--- src/rtl/mean_div_pkg.sv ---
// Shared defaults and FSM state encoding for the mean_div sequential divider.
package mean_div_pkg;

  localparam int unsigned DATA_W_DEF = 32;
  localparam int unsigned CNT_W_DEF  = 16;

  typedef enum logic [1:0] {
    IDLE = 2'd0,
    CALC = 2'd1,
    FIN  = 2'd2
  } state_e;

endpackage

--- src/rtl/mean_div_step.sv ---
// One combinational restoring shift-subtract iteration of the mean_div divider.
module mean_div_step #(
  parameter int unsigned DATA_W = 32
) (
  input  logic [DATA_W:0]   i_part,
  input  logic [DATA_W-1:0] i_quo,
  input  logic [DATA_W-1:0] i_dvs,
  output logic [DATA_W:0]   o_part,
  output logic [DATA_W-1:0] o_quo
);

  localparam int unsigned PART_W = DATA_W + 1;

  logic [DATA_W+1:0] w_shift;
  logic              w_ge;

  always_comb begin
    w_shift = {i_part, i_quo[DATA_W-1]};
    w_ge    = (w_shift >= {2'b00, i_dvs});
    if (w_ge) begin
      o_part = PART_W'(w_shift - {2'b00, i_dvs});
      o_quo  = {i_quo[DATA_W-2:0], 1'b1};
    end else begin
      o_part = w_shift[DATA_W:0];
      o_quo  = {i_quo[DATA_W-2:0], 1'b0};
    end
  end

endmodule

--- src/rtl/mean_div.sv ---
// Multi-cycle mean divider: y = x / cnt, one quotient bit per clock.
// Defining MEAN_DIV_SIGNED_EN treats x as two's complement (sign-magnitude around the core).
module mean_div
  import mean_div_pkg::*;
#(
  parameter int unsigned DATA_W = DATA_W_DEF,
  parameter int unsigned CNT_W  = CNT_W_DEF
) (
  input  logic              clk,
  input  logic              rst,
  input  logic              en,
  input  logic [DATA_W-1:0] x,
  input  logic [CNT_W-1:0]  cnt,
  output logic              busy,
  output logic              done,
  output logic [DATA_W-1:0] y,
  output logic [DATA_W-1:0] rem,
  output logic              div0
);

  localparam int unsigned       ITER_W    = $clog2(DATA_W);
  localparam logic [ITER_W-1:0] LAST_ITER = ITER_W'(DATA_W - 1);

  state_e              r_state;
  logic [ITER_W-1:0]   r_iter;
  logic [DATA_W:0]     r_part;
  logic [DATA_W-1:0]   r_quo;
  logic [DATA_W-1:0]   r_dvs;
  logic                r_zero;
  logic                r_busy;
  logic                r_done;
  logic                r_div0;
  logic [DATA_W-1:0]   r_y;
  logic [DATA_W-1:0]   r_rem;

  logic [DATA_W:0]     w_part_nxt;
  logic [DATA_W-1:0]   w_quo_nxt;
  logic [DATA_W-1:0]   w_mag;
  logic [DATA_W-1:0]   w_y;
  logic [DATA_W-1:0]   w_rem;
  logic [DATA_W-1:0]   w_rem_mag;

  mean_div_step #(
    .DATA_W (DATA_W)
  ) u_step (
    .i_part (r_part),
    .i_quo  (r_quo),
    .i_dvs  (r_dvs),
    .o_part (w_part_nxt),
    .o_quo  (w_quo_nxt)
  );

  // On divide-by-zero no iterations run, so r_quo still holds the captured dividend.
  assign w_rem_mag = r_zero ? r_quo : r_part[DATA_W-1:0];

`ifdef MEAN_DIV_SIGNED_EN
  logic r_neg;

  assign w_mag = x[DATA_W-1] ? -x : x;
  assign w_y   = r_zero ? '1 : (r_neg ? -r_quo : r_quo);
  assign w_rem = r_neg ? -w_rem_mag : w_rem_mag;

  always_ff @(posedge clk or posedge rst) begin
    if (rst) begin
      r_neg <= 1'b0;
    end else if (r_state == IDLE && en) begin
      r_neg <= x[DATA_W-1];
    end
  end
`else
  assign w_mag = x;
  assign w_y   = r_zero ? '1 : r_quo;
  assign w_rem = w_rem_mag;
`endif

  always_ff @(posedge clk or posedge rst) begin
    if (rst) begin
      r_state <= IDLE;
      r_iter  <= '0;
      r_part  <= '0;
      r_quo   <= '0;
      r_dvs   <= '0;
      r_zero  <= 1'b0;
      r_busy  <= 1'b0;
      r_done  <= 1'b0;
      r_div0  <= 1'b0;
      r_y     <= '0;
      r_rem   <= '0;
    end else begin
      r_done <= 1'b0;
      unique case (r_state)
        IDLE: begin
          if (en) begin
            r_busy  <= 1'b1;
            r_quo   <= w_mag;
            r_part  <= '0;
            r_dvs   <= DATA_W'(cnt);
            r_iter  <= '0;
            r_zero  <= (cnt == '0);
            r_state <= (cnt == '0) ? FIN : CALC;
          end
        end
        CALC: begin
          r_part <= w_part_nxt;
          r_quo  <= w_quo_nxt;
          r_iter <= r_iter + ITER_W'(1);
          if (r_iter == LAST_ITER) begin
            r_state <= FIN;
          end
        end
        FIN: begin
          r_y     <= w_y;
          r_rem   <= w_rem;
          r_div0  <= r_zero;
          r_done  <= 1'b1;
          r_busy  <= 1'b0;
          r_state <= IDLE;
        end
        default: r_state <= IDLE;
      endcase
    end
  end

  assign busy = r_busy;
  assign done = r_done;
  assign y    = r_y;
  assign rem  = r_rem;
  assign div0 = r_div0;

endmodule
--- config.mk ---
export PLATFORM = sky130hd
export DESIGN_NAME = mean_div
export DESIGN_NICKNAME = d
export VERILOG_FILES = /design/src/rtl/mean_div_pkg.sv /design/src/rtl/mean_div_step.sv /design/src/rtl/mean_div.sv
export SDC_FILE = /design/constraint.sdc
export NUM_CORES = 1
export LEC_CHECK = 0
export CAP_MARGIN = 20
export CORE_UTILIZATION = 45
export CTS_BUF_LIST = sky130_fd_sc_hd__clkbuf_16
export CTS_CLUSTER_DIAMETER = 50
export DETAILED_ROUTE_END_ITERATION = 10
export DONT_BUFFER_PORTS = 1
export RECOVER_POWER = 100
export REMOVE_ABC_BUFFERS = 1
export SETUP_SLACK_MARGIN = 0.05
export SLEW_MARGIN = 10
export SYNTH_ARGS = -nofsm -noshare
export SYNTH_HDL_FRONTEND = slang
export SYNTH_HIERARCHICAL = 1
export SYNTH_SLANG_ARGS = --single-unit
--- constraint.sdc ---
create_clock -name clk -period 7 [get_ports clk]
set_clock_uncertainty 0.15 [all_clocks]
set_input_delay 1.05 -clock clk [delete_from_list [all_inputs] [get_ports clk]]
set_output_delay 1.05 -clock clk [all_outputs]
set_load 0.01 [all_outputs]
==> run_results.csv <==
group,metric,value,unit
timing,worst_pin_slew,3420,ps
route,wirelength,18700,um
placed_design,placed_area,8820,um2
timing,rsz0062_at_grt,"no",
die,die_area,20300,um2
clock_tree,cts.sinks,156,
hold_path,whs_path_depth,1,
worst_setup_path,cp-start-kind,"register",
route,dr.pass1.iters,4,
die,core_area,19400,um2
clock_tree,clk_pin_slew,60,ps
cells_and_area,postLayoutCoreUtil,48.3,%
timing,fin_crit,4470,ps
clock_tree,clk_path_buf_depth,2,
route,num_vias,6324,
worst_setup_path,reg2reg_from,"r_state[0]",
grt,grt_max_degree,83,
cells_and_area,layout.cells.non_filler,1216,
placed_design,gp_congestion,0.853,
cells_and_area,most-common-layout-cells,"190 x nand2_1, 156 x dfrtp_1, 108 x o21ai_0",
clock_tree,cts_max_level,4,
worst_setup_path,critPathKind,"reg -> reg",
power,seq_power_share,30.0,%
worst_setup_path,cp_max_fo,70,
worst_setup_path,worstPathArrival,4510,ps
power,peakVddDrop,0.246,mV
grt,grt_pass1_wl,31400,um
route,wl_per_cell,15.4,um
die,initial_core_util,45.8,%
route,drtAntennaViolNets,0,
run_status,status,"finished, violations left",
clock_tree,numCtsBuffers,17,
grt,grt_overflow,0,
logic_synthesis,synth_area_leader_cell,"dfrtp_1",
timing,fmax,0.224,GHz
logic_synthesis,yosysUniqueCellTypes,63,
timing,slew_violations,363,
logic_synthesis,synth_area_leaders,"dfrtp_1 44%, nand2_1 8.0%, mux2i_1 7.4%, ha_1 4.8%, o21ai_0 4.4%",
logic_synthesis,syn_area,8890,um2
route,drc,0,
logic_synthesis,yosys.area.top_type_share,43.9,%
placed_design,dpl.hpwl,12500,um
hold_path,hp-class,"reg -> reg",
run_status,violations,"max-capacitance violations, max-slew violations",
power,finalPower,0.00500,W
cells_and_area,layout_commonest_cell,"nand2_1",
die,die_x,143,um
logic_synthesis,avgSynthCellArea,9.02,um2
clock_tree,cts_tree,"built",
route,via_per_inst,5.20,
placed_design,io_buffer_count,0,
cells_and_area,syn_to_final_growth,5.35,%
worst_setup_path,critPathLaunch,"r_state[0]",
cells_and_area,num-nets-final,1024,
power,switching_share,40.9,%
power,combPwrFrac,51.5,%
clock_tree,ctsResizeCount,0,
cells_and_area,antennaDiodeCount,0,
die,io_pins,118,
die,row_count,51,
timing,finalSetupTns,0,ps
grt,grtUsageTotal,19.5,%
power,p_switching,0.00205,W
placed_design,dp.cells,1184,
timing,setup_viol,0,
logic_synthesis,synthArstFlopShare,100,%
flow_run,max_cap_viol_count,6,
timing,fin_crit_sh,63.9,%
grt,antenna_found_initial,0,
die,die_y,143,um
grt,grt_pass1_vias,6297,
clock_tree,clock_tree.root_cell,"clkbuf_16",
logic_synthesis,ys_ff_latch,156,
clock_tree,post_cts_buffers,0,
worst_setup_path,cp.required,7040,ps
power,p_int,0.00295,W
logic_synthesis,synth_cells,985,
logic_synthesis,synth_enable_flop_cells,0,
timing,finalHoldViolCount,0,
clock_tree,clk_latency,420,ps
logic_synthesis,yosys_warnings,6,
power,cellLeakagePower,4.27,nW
power,power.share.clock,18.5,%
timing,maxSlewHeadroom,-128,%
logic_synthesis,ys.flop_type,"dfrtp_1",
worst_setup_path,reg2regPathDepth,3,
hold_path,hold_start,"r_iter[3]",
cells_and_area,stdcell_area,9360,um2
logic_synthesis,synth_seq_area_share,43.9,%
clock_tree,ctsHoldBuffers,0,
cells_and_area,drive_gt1_share,4.63,%
route,drt-initial-drc-count,254,
power,power_density,534,nW/um2
worst_setup_path,endpoint_kind,"register",
-- cells by family after synthesis --
family                   share of synthesized area, %
multiplexers                                     7.69
AND/OR/NAND/NOR                                  14.6
flip-flops                                       43.9
XOR/XNOR                                         2.66
AO/OA/AOI/OAI                                    18.1
adder cells (fa/ha/maj)                          5.01
other                                          0.0422
buffers and inverters                            7.93
-- critical path, stage by stage, from the launching register on --
cell and delay [ps]:
dfrtp_1 450, nand2b_1 1440, clkbuf_1 1820, o21ai_0 340
-- through the flow --
stage / setup WS (ps) / hold slack [ps]
final: 2530 / 322
after global routing: 1800 / 355
after CTS: 3250 / 251
after detailed placement: 3260 / 315
after global placement: 3340 / 303
after floorplan: 1590 / 287
-- power groups by stage --
stage          sequential, W  clock, W  combinational [W]
4_1_cts              0.00151  0.000952            0.00261
5_1_grt              0.00156  0.000985            0.00293
6_report             0.00150  0.000926            0.00257
2_1_floorplan        0.00143         0            0.00216
3_3_place_gp         0.00151         0            0.00258
3_5_place_dp         0.00152         0            0.00259
-- area by class of cell --
| class | instances | area (um2) |
|---|---|---|
| clock inverter | 15 | 155 |
| timing repair buffer | 6 | 33.8 |
| inverter | 46 | 174 |
| tap | 265 | 332 |
| sequential | 156 | 3900 |
| multi-input combinational | 711 | 4340 |
| clock buffer | 17 | 425 |
| fill | 1959 | 10000 |
-- state kept, by name, indices dropped and copies added (netlist names) --
signal   count
y           32
r_quo       32
r_part      33
r_zero       1
r_state      2
busy         1
r_dvs       16
r_iter       5
div0         1
done         1
rem         32
-- synth_stat cells, types with 4 or more instances --
library cell	instances
nand2_1	190
dfrtp_1	156
o21ai_0	79
nor2_1	69
mux2i_1	66
a21oi_1	50
inv_1	45
o21ai_1	38
a22o_1	35
buf_4	34
ha_1	34
buf_2	29
xnor2_1	18
clkbuf_1	16
a21o_1	9
xor2_1	9
nand3_1	8
nand2b_1	7
nand4_1	7
o21bai_1	6
and2_1	5
buf_6	5
nor3_1	5
nor4_1	5
a31oi_1	4
o211ai_1	4
-- final timing paths --
path | end | slack (ps)
max in group asynchronous | r_part[15] | 2550
min | r_iter[3] | 320
max reg2reg | rem[1] | 2530
min in group asynchronous | y[30] | 530
max | rem[1] | 2530
min reg2reg | r_iter[3] | 320
-- routing by layer --
layer  wire length, um  up-vias  track usage [%]
met5                 0        -                0
met4               234        0             6.28
met3               928       15             4.85
met2              8500       98             31.8
met1              9070     2964             25.4
li1                  -     3247                -
(Power assumes the default switching activity.)
